===== src/rtl/dcache_store_port_pkg.sv =====
// Shared constants and state type for the store-port data cache.
package dcache_store_port_pkg;

  localparam int DC_ADDR_WIDTH = 32;
  localparam int DC_DATA_WIDTH = 32;
  localparam int DC_NLINES     = 4;

  typedef enum logic {
    ST_IDLE = 1'b0,
    ST_WB   = 1'b1
  } dc_state_e;

endpackage


===== src/rtl/dcache_store_port.sv =====
// Direct-mapped write-back cache of one-word lines fed by the store buffer;
// dirty victims leave through a valid/ready port, loads get a registered lookup.
module dcache_store_port
  import dcache_store_port_pkg::*;
#(
  parameter int ADDR_WIDTH = DC_ADDR_WIDTH,
  parameter int DATA_WIDTH = DC_DATA_WIDTH,
  parameter int NLINES     = DC_NLINES
) (
  input  logic                             clk,
  input  logic                             reset,
  input  logic                             sb_valid,
  input  logic [ADDR_WIDTH+DATA_WIDTH-1:0] sb_entry,
  output logic                             sb_ack,
  input  logic                             ld_valid,
  input  logic [ADDR_WIDTH-1:0]            ld_addr,
  output logic                             cache_hit,
  output logic [DATA_WIDTH-1:0]            ld_data,
  output logic                             mem_req,
  output logic [ADDR_WIDTH-1:0]            mem_addr,
  output logic [DATA_WIDTH-1:0]            mem_wdata,
  input  logic                             mem_ready
);

  localparam int IDXW = $clog2(NLINES);
  localparam int TAGW = ADDR_WIDTH - IDXW - 2;
  localparam logic [ADDR_WIDTH-1:0] WORD_MASK = ~{{(ADDR_WIDTH-2){1'b0}}, 2'b11};

  dc_state_e             state_q, state_d;
  logic [NLINES-1:0]     valid_q, valid_d;
  logic [NLINES-1:0]     dirty_q, dirty_d;
  logic [TAGW-1:0]       tag_q  [NLINES];
  logic [TAGW-1:0]       tag_d  [NLINES];
  logic [DATA_WIDTH-1:0] data_q [NLINES];
  logic [DATA_WIDTH-1:0] data_d [NLINES];
  logic [ADDR_WIDTH-1:0] pend_addr_q, pend_addr_d;
  logic [DATA_WIDTH-1:0] pend_data_q, pend_data_d;
  logic                  mem_req_q, mem_req_d;
  logic [ADDR_WIDTH-1:0] mem_addr_q, mem_addr_d;
  logic [DATA_WIDTH-1:0] mem_wdata_q, mem_wdata_d;
  logic                  cache_hit_q, cache_hit_d;
  logic [DATA_WIDTH-1:0] ld_data_q, ld_data_d;

  logic [ADDR_WIDTH-1:0] st_waddr, ld_waddr;
  logic [DATA_WIDTH-1:0] st_data;
  logic [IDXW-1:0]       st_idx, ld_idx, pend_idx;
  logic [TAGW-1:0]       st_tag, ld_tag, pend_tag;
  logic                  accept;

  // Word addresses with the byte offset cleared keep all compares word-granular.
  assign st_waddr = sb_entry[ADDR_WIDTH+DATA_WIDTH-1:DATA_WIDTH] & WORD_MASK;
  assign st_data  = sb_entry[DATA_WIDTH-1:0];
  assign ld_waddr = ld_addr & WORD_MASK;
  assign st_idx   = st_waddr[IDXW+1:2];
  assign st_tag   = st_waddr[ADDR_WIDTH-1:IDXW+2];
  assign ld_idx   = ld_waddr[IDXW+1:2];
  assign ld_tag   = ld_waddr[ADDR_WIDTH-1:IDXW+2];
  assign pend_idx = pend_addr_q[IDXW+1:2];
  assign pend_tag = pend_addr_q[ADDR_WIDTH-1:IDXW+2];

  assign sb_ack = reset && (state_q == ST_IDLE);
  assign accept = sb_valid && sb_ack;

  assign mem_req   = mem_req_q;
  assign mem_addr  = mem_addr_q;
  assign mem_wdata = mem_wdata_q;
  assign cache_hit = cache_hit_q;
  assign ld_data   = ld_data_q;

  always_comb begin
    state_d     = state_q;
    valid_d     = valid_q;
    dirty_d     = dirty_q;
    tag_d       = tag_q;
    data_d      = data_q;
    pend_addr_d = pend_addr_q;
    pend_data_d = pend_data_q;
    mem_req_d   = mem_req_q;
    mem_addr_d  = mem_addr_q;
    mem_wdata_d = mem_wdata_q;
    cache_hit_d = 1'b0;
    ld_data_d   = ld_data_q;

    case (state_q)
      ST_IDLE: begin
        if (accept) begin
          if (valid_q[st_idx] && dirty_q[st_idx] && (tag_q[st_idx] != st_tag)) begin
            // Victim leaves the array now so it stops hitting during write-back.
            pend_addr_d     = st_waddr;
            pend_data_d     = st_data;
            mem_addr_d      = {tag_q[st_idx], st_idx, 2'b00};
            mem_wdata_d     = data_q[st_idx];
            mem_req_d       = 1'b1;
            valid_d[st_idx] = 1'b0;
            state_d         = ST_WB;
          end else begin
            tag_d[st_idx]   = st_tag;
            data_d[st_idx]  = st_data;
            valid_d[st_idx] = 1'b1;
            dirty_d[st_idx] = 1'b1;
          end
        end
      end
      ST_WB: begin
        if (mem_ready) begin
          tag_d[pend_idx]   = pend_tag;
          data_d[pend_idx]  = pend_data_q;
          valid_d[pend_idx] = 1'b1;
          dirty_d[pend_idx] = 1'b1;
          mem_req_d         = 1'b0;
          state_d           = ST_IDLE;
        end
      end
      default: state_d = ST_IDLE;
    endcase

    if (ld_valid) begin
      if (accept && (st_waddr == ld_waddr)) begin
        cache_hit_d = 1'b1;
        ld_data_d   = st_data;
      end else if ((state_q == ST_WB) && (pend_addr_q == ld_waddr)) begin
        cache_hit_d = 1'b1;
        ld_data_d   = pend_data_q;
      end else begin
        cache_hit_d = valid_q[ld_idx] && (tag_q[ld_idx] == ld_tag);
        ld_data_d   = data_q[ld_idx];
      end
    end
  end

  always_ff @(posedge clk) begin
    if (!reset) begin
      state_q     <= ST_IDLE;
      valid_q     <= '0;
      dirty_q     <= '0;
      pend_addr_q <= '0;
      pend_data_q <= '0;
      mem_req_q   <= 1'b0;
      mem_addr_q  <= '0;
      mem_wdata_q <= '0;
      cache_hit_q <= 1'b0;
      ld_data_q   <= '0;
    end else begin
      state_q     <= state_d;
      valid_q     <= valid_d;
      dirty_q     <= dirty_d;
      tag_q       <= tag_d;
      data_q      <= data_d;
      pend_addr_q <= pend_addr_d;
      pend_data_q <= pend_data_d;
      mem_req_q   <= mem_req_d;
      mem_addr_q  <= mem_addr_d;
      mem_wdata_q <= mem_wdata_d;
      cache_hit_q <= cache_hit_d;
      ld_data_q   <= ld_data_d;
    end
  end

endmodule


===== config.mk =====
export PLATFORM = sky130hd
export DESIGN_NAME = dcache_store_port
export DESIGN_NICKNAME = d
export VERILOG_FILES = /design/src/rtl/dcache_store_port_pkg.sv /design/src/rtl/dcache_store_port.sv
export SDC_FILE = /design/constraint.sdc
export NUM_CORES = 1
export LEC_CHECK = 0
export ABC_CLOCK_PERIOD_IN_PS = 8850
export BUFFER_PORTS_ARGS = -buffer_cell sky130_fd_sc_hd__clkbuf_2
export CORE_UTILIZATION = 30
export CTS_CLUSTER_SIZE = 12
export DETAILED_ROUTE_END_ITERATION = 6
export GPL_TIMING_DRIVEN = 0
export PLACE_DENSITY = 0.54
export SYNTH_ARGS = -nofsm -noshare
export SYNTH_HDL_FRONTEND = slang
export SYNTH_SLANG_ARGS = --single-unit

===== constraint.sdc =====
create_clock -name clk -period 8.85 [get_ports clk]
set_input_delay 0 -clock clk [delete_from_list [all_inputs] [get_ports clk]]
set_output_delay 0 -clock clk [all_outputs]
set_load 0.01 [all_outputs]

Yosys cells after proc, flatten, opt, wreduce, memory -nomap -nowiden:

Cells that the tools add are included.

* order comparisons: 10
* reductions and logical operators: 17
* mux-type cells: 62
* equal/unequal tests: 8
* bitwise gates (word level): 10

Operators by type and width (count)
* 128-bit 2-to-1 mux: 3
* 112-bit 2-to-1 mux: 3
* 128-bit bitwise mux: 2
* 32-bit 2-to-1 mux: 8
* 128-bit case mux with 2 select lines: 1
* 112-bit bitwise mux: 2
* 112-bit case mux with 2 select lines: 1
* 28-bit 2-to-1 mux: 6
* 32-bit binary-select mux with 2-bit select: 2
* 32-bit demux with 2-bit select: 2
* 28-bit binary-select mux with 2-bit select: 2
* 28-bit demux with 2-bit select: 2
* 30-bit equality test: 2
* 28-bit equality test: 1
* 28-bit != test: 1
* 4-bit 2-to-1 mux: 6
* 4-bit OR: 4
* 4-bit case mux with 2 select lines: 2
* 1-bit 2-to-1 mux: 13
* 1-bit logical AND: 11
* 3-bit greater-or-equal comparator, second input constant: 3
* 2-bit by 3-bit < comparator with 1-bit output, second input constant: 3
* 2-bit inverter with 3-bit output: 3
* 3-bit AND reduction: 3
* other kinds (12): 21

* input port bits: 101
* register bits after elaboration: 407
* output and inout bits: 99
* logic and storage cells: 125

Logic depth before layout (Yosys ltp):

* depth after elaboration: 9
* depth in mapped cells: 11
* gate-level depth less buffers: 6

Least setup slack after synthesis:

OpenSTA, ideal clock, no wires.

* path kind: input to register
* start point: input sb_entry[34]
* end point: register data_q[100] in the netlist's numbering, enable pin
* stages: 8
* arrival time: 7.872 ns
* required time: 8.202 ns
* setup slack: 0.330 ns
* setup time: 0.648 ns
* buffers on the path: 2
* cell sequence: buf_2 -> buf_2 -> mux4_2 -> xnor2_1 -> nand4_1 -> nor3_1 -> a221oi_1 -> nor4b_1

* cells in the longest elaborated chain, start to end: 8
* elaborated cells on any way between the ends: 13
* those cells by class: 2 x eq/ne; 7 x mux; 1 x bitwise; 3 x reduce/logical

Ends and longest elaborated chain
* from (decl): line dcache_store_port.sv:13 `input logic [ADDR_WIDTH+DATA_WIDTH-1:0] sb_entry,`
* 2-bit inverter with 3-bit output (not written as such): line dcache_store_port.sv:87 `if (valid_q[st_idx] && dirty_q[st_idx] && (tag_q[st_idx] != st_tag)) begin`
* 28-bit binary-select mux with 2-bit select: line dcache_store_port.sv:87
* 28-bit 2-to-1 mux (not written as such) (2 in a row): line dcache_store_port.sv:87
* 28-bit != test: line dcache_store_port.sv:87
* 1-bit logical AND *: line dcache_store_port.sv:87
* 2-bit != test (no line) *
* 4-bit AND reduction (no line) *
* to (signal assigned): line dcache_store_port.sv:148 `data_q <= data_d;`
* to (decl): line dcache_store_port.sv:34 `logic [DATA_WIDTH-1:0] data_q [NLINES];`

Every way passes the cells marked *; elsewhere a longest branch is shown, timed or not. The select of a mux whose other input is x is not followed.
A chain may end at the register's enable or synchronous reset.

Final worst setup path:

* start point: input sb_entry[35]
* end point: register tag_q[67] in the netlist's numbering, enable pin

* cells in the longest elaborated chain, start to end: 8
* elaborated cells on any way between the ends: 13
* those cells by class: 2 x eq/ne; 7 x mux; 1 x bitwise; 3 x reduce/logical

Ends and longest elaborated chain
* 2-bit inverter with 3-bit output (not written as such): line dcache_store_port.sv:87
* 28-bit binary-select mux with 2-bit select: line dcache_store_port.sv:87
* 28-bit 2-to-1 mux (not written as such) (2 in a row): line dcache_store_port.sv:87
* 28-bit != test: line dcache_store_port.sv:87
* 1-bit logical AND *: line dcache_store_port.sv:87
* 2-bit != test (no line) *
* 4-bit AND reduction (no line) *
* to (signal assigned): line dcache_store_port.sv:147 `tag_q <= tag_d;`
* to (decl): line dcache_store_port.sv:32 `logic [TAGW-1:0] tag_q [NLINES];`

Marks and branches as above.

==> key figures <==
Route
  – Initial drt markers: 2070
  – Total length of routed wires: 84900 um
  – Drc violations: 0
  – Detailed-router iteration count before antenna repair: 6
  – Drt via density: 5.67
  – Post-detailed-route count of antenna-violating nets: 0
  – Via count: 18100
  – Average wire per cell in the routed design: 26.6 um

CTS
  – TritonCTS sink count: 405
  – Depth of the CTS H-tree: 2
  – Clock insertion delay at the later pin of the skew report: 600 ps
  – Total of cells resized after clock tree synthesis: 0
  – Buffer depth of the longest clock path: 3
  – Clock buffer count from CTS: 46
  – TritonCTS clock tree: built
  – Buffer cell driving the clock tree root: sky130_fd_sc_hd__clkbuf_16
  – Worst-path clk slew: 60 ps

Setup path
  – Register-to-register setup slack: 4070 ps
  – Required time of the critical path: 9140 ps
  – Sequence of cells on the critical path: buf_2 -> clkbuf_1 -> mux4_2 -> xnor2_1 -> nand4_1 -> nor3_1 -> a221oi_1 -> nor4b_2 -> buf_4 -> buf_4 -> buf_4 -> buf_4
  – Crit path capture type: register
  – Startpoint type of the worst setup path: input port
  – Largest driver fanout on the critical path: 10
  – Worst Setup SP: sb_entry[35]
  – Cell mode on critical path: sky130_fd_sc_hd__buf_4
  – Path type of the worst setup path: input port to register
  – RR Startpoint: tag_q[90]$_DFFE_PP_
  – Critical-path cell with the highest stage delay: sky130_fd_sc_hd__nor4b_2
  – Critical Path AT: just over 5000 ps
  – Max stage delay on crit path: 870 ps

Timing
  – Worst slew margin: 0.0850
  – Transition at the pin with the smallest max-transition slack: 1370 ps
  – Clock period minus final worst setup slack: 4880 ps
  – Clock tree skew after final layout: 31.6 ps
  – Final clock period utilization by the worst path: 0.551
  – Peak Freq: 0.205 GHz
  – Slew Viols, Final: 0
  – Setup-violating endpoint count in the final report: 0
  – Number of endpoints with negative hold slack in the final report: 0
  – Aggregate negative setup slack: 0 ps
  – Unrepaired setup endpoints after global routing: false

Finish
  – Fraction of the core area covered by cells at the end of the flow: 0.373
  – Finished Layout Cells: 3191
  – Filler cells: between 6000 and 7000
  – Fin nets: 2319
  – Commonest non-fill, non-tap cells in the layout: sky130_fd_sc_hd__nand2_1 (258), sky130_fd_sc_hd__o22ai_1 (240), sky130_fd_sc_hd__edfxtp_1 (240)
  – Most common library cell in the layout ignoring fill and taps: sky130_fd_sc_hd__nand2_1
  – Growth of design area from synthesis to finish: 22.1%
  – Post-route cell area: 0.0258 sq mm
  – Layout cell share with drive strength beyond 1: 0.207

Global routing
  – Total routing usage reported by global routing: 0.234
  – Met3 routing resource usage after global routing: 0.0554
  – Met2 track demand over resource in global routing: 0.372
  – Largest net degree at the start of global routing: 14
  – Vias in the first global route: 18100
  – Most Crowded Layer GR: met2
  – First-pass GRT wire length: 122000 um
  – Antenna violations before repair: 5
  – Final global-route overflow total: 0
  – Routing usage on met1: 0.298

Logic synthesis
  – Main synth FF type: sky130_fd_sc_hd__edfxtp_1
  – Post-synthesis adder-cell area fraction: 0
  – Gate Count Post-Synth: 1872
  – Fraction of synthesis flops using an asynchronous set or reset pin: 0
  – Cell area after synthesis: roughly 0.021 sq mm
  – Number of library cell types mapped by synthesis: 42
  – Post-synthesis share of cell area spent on xor and xnor gates: 0.0481
  – Portion of the post-synthesis area used by sequential elements: 0.497
  – Synthesized area per cell: 11.3 sq um
  – Largest family of logic cells by synthesized area: multiplexers
  – Compound-Gate Fraction of Synth Area: 0.105
  – Portion of netlist area occupied by mux cells: 0.187
  – Synthesized-area fraction occupied by and/or/nand/nor cells: 0.105
  – Yosys reg bits: 405
  – Post-synth EDFFs: 240
  – Number of warnings printed during yosys synthesis: 0

Power and ir drop
  – Overall Power: 4.61 mW
  – Power per standard cell area: 179 mW/mm^2
  – Leakage dissipation: 10.0 nW
  – Worst vdd ir: 140 uV

Worst hold path
  – Hold path start: sb_entry[34]
  – Hold crit path type: input port to register

Placement
  – Final weighted congestion in routability-driven placement: 0.900
  – Detail Placement HPWL: 61100 um
  – Cell count after placement: 3039
  – Placed Instance Area: 0.0237 sq mm
  – Port bufs: 188

Run status
  – Outcome: completed

Die
  – Height of the chip: 267 um
  – Starting density of the core: 0.305
  – Area of the die: 0.0715 sq mm
  – Number of rows in the core area: 96
  – Die Span X: 267 um
  – Core Region: 0.0692 sq mm
  – I/O Pins: 200

Flow run
  – Max cap viols: 0
## final timing paths
| path | end | cells after the start |
|---|---|---|
| worst max register to register | tag_q[67]$_DFFE_PP_ | 10 |
| worst min-delay path | mem_addr[27]$_SDFFE_PN0P_ | 4 |
| worst max-delay path | tag_q[67]$_DFFE_PP_ | 12 |
| worst min register to register | mem_addr[22]$_SDFFE_PN0P_ | 2 |
## power by group
part	internal [mW]	switching, mW	total, mW
sequential	2.04	0.0274	2.07
combinational	0.218	0.369	0.587
clock	1.14	0.820	1.96
total	3.39	1.22	4.61
## cell usage after synthesis (all sizes together), types with 2 or more instances
library cell  count  share of area
a21boi            3         0.0011
a21oi             5         0.0012
a31oi             6         0.0018
a32o             32          0.015
and2              2        0.00059
buf              41          0.013
clkbuf          128          0.023
dfxtp           165           0.16
edfxtp          240           0.34
inv             123          0.022
mux2i           122          0.058
mux4            121           0.13
nand2           258          0.046
nand2b            4         0.0012
nand3            71          0.017
nand4            38          0.011
nor2             11         0.0020
nor2b            33         0.0098
nor4              9         0.0030
nor4b             4         0.0017
o211ai            2        0.00071
o21ai            41         0.0097
o21bai            2        0.00071
o22ai           240          0.071
o31ai             6         0.0021
or2               5         0.0015
or3              32         0.0095
or4               4         0.0014
xnor2           105          0.044
xor2             11         0.0046
## critical path: cells and delay by family
kind / cells / cell delay (ps)
mux: 1 / 500
buf+inv: 6 / 2000
xor+xnor: 1 / 350
compound gates: 1 / 420
simple gates: 3 / 1880
## state kept, by name (all words and copies together), names as in the netlist, 4 cells and up, named ones only
register,count
data_q,128
dirty_q,4
ld_data,32
mem_addr,30
mem_wdata,32
pend_addr_q,28
pend_data_q,32
tag_q,112
## per-stage QoR
stage | setup slack [ps] | hold slack, ps
5_1_grt | 4070 | 108
2_1_floorplan | 330 | 132
3_5_place_dp | 3580 | 263
6_report | 3970 | 43.4
4_1_cts | 4180 | 34.8
3_3_place_gp | -8280 | 265
## cell families after synthesis
logic type | Yosys count
xor gates and xnor gates | 116
muxes | 243
AOI/OAI and AO/OA | 341
DFF | 405
other | 1
and+or+nand+nor | 474
buffers and inverters | 292
## metal layers
layer,wire length [um],up-vias,share of wire
met5,21,-,0.00025
met4,4500,4,0.053
met3,8060,234,0.095
met2,39000,1070,0.46
met1,33300,9036,0.39
li1,-,7750,-
## final cells by class
class	count	area [sq um]	share of cell area
well taps	931	1160	0.0451
inverters	123	462	0.0179
plain buffers	169	748	0.0290
diodes	4	10.0	0.000388
multi-input cells	1176	9460	0.367
flip-flops and latches	405	10500	0.407
clock buffers	65	1290	0.0501
repair buffers	297	1940	0.0752
clock inverters	21	218	0.00844
## timing repair
action / in CTS / in global routing
hold buffers: 62 / 0
buffers inserted: 0 / 0
endpoints found under the hold margin: 318 / 0
Power figures use the tool's default switching activity.
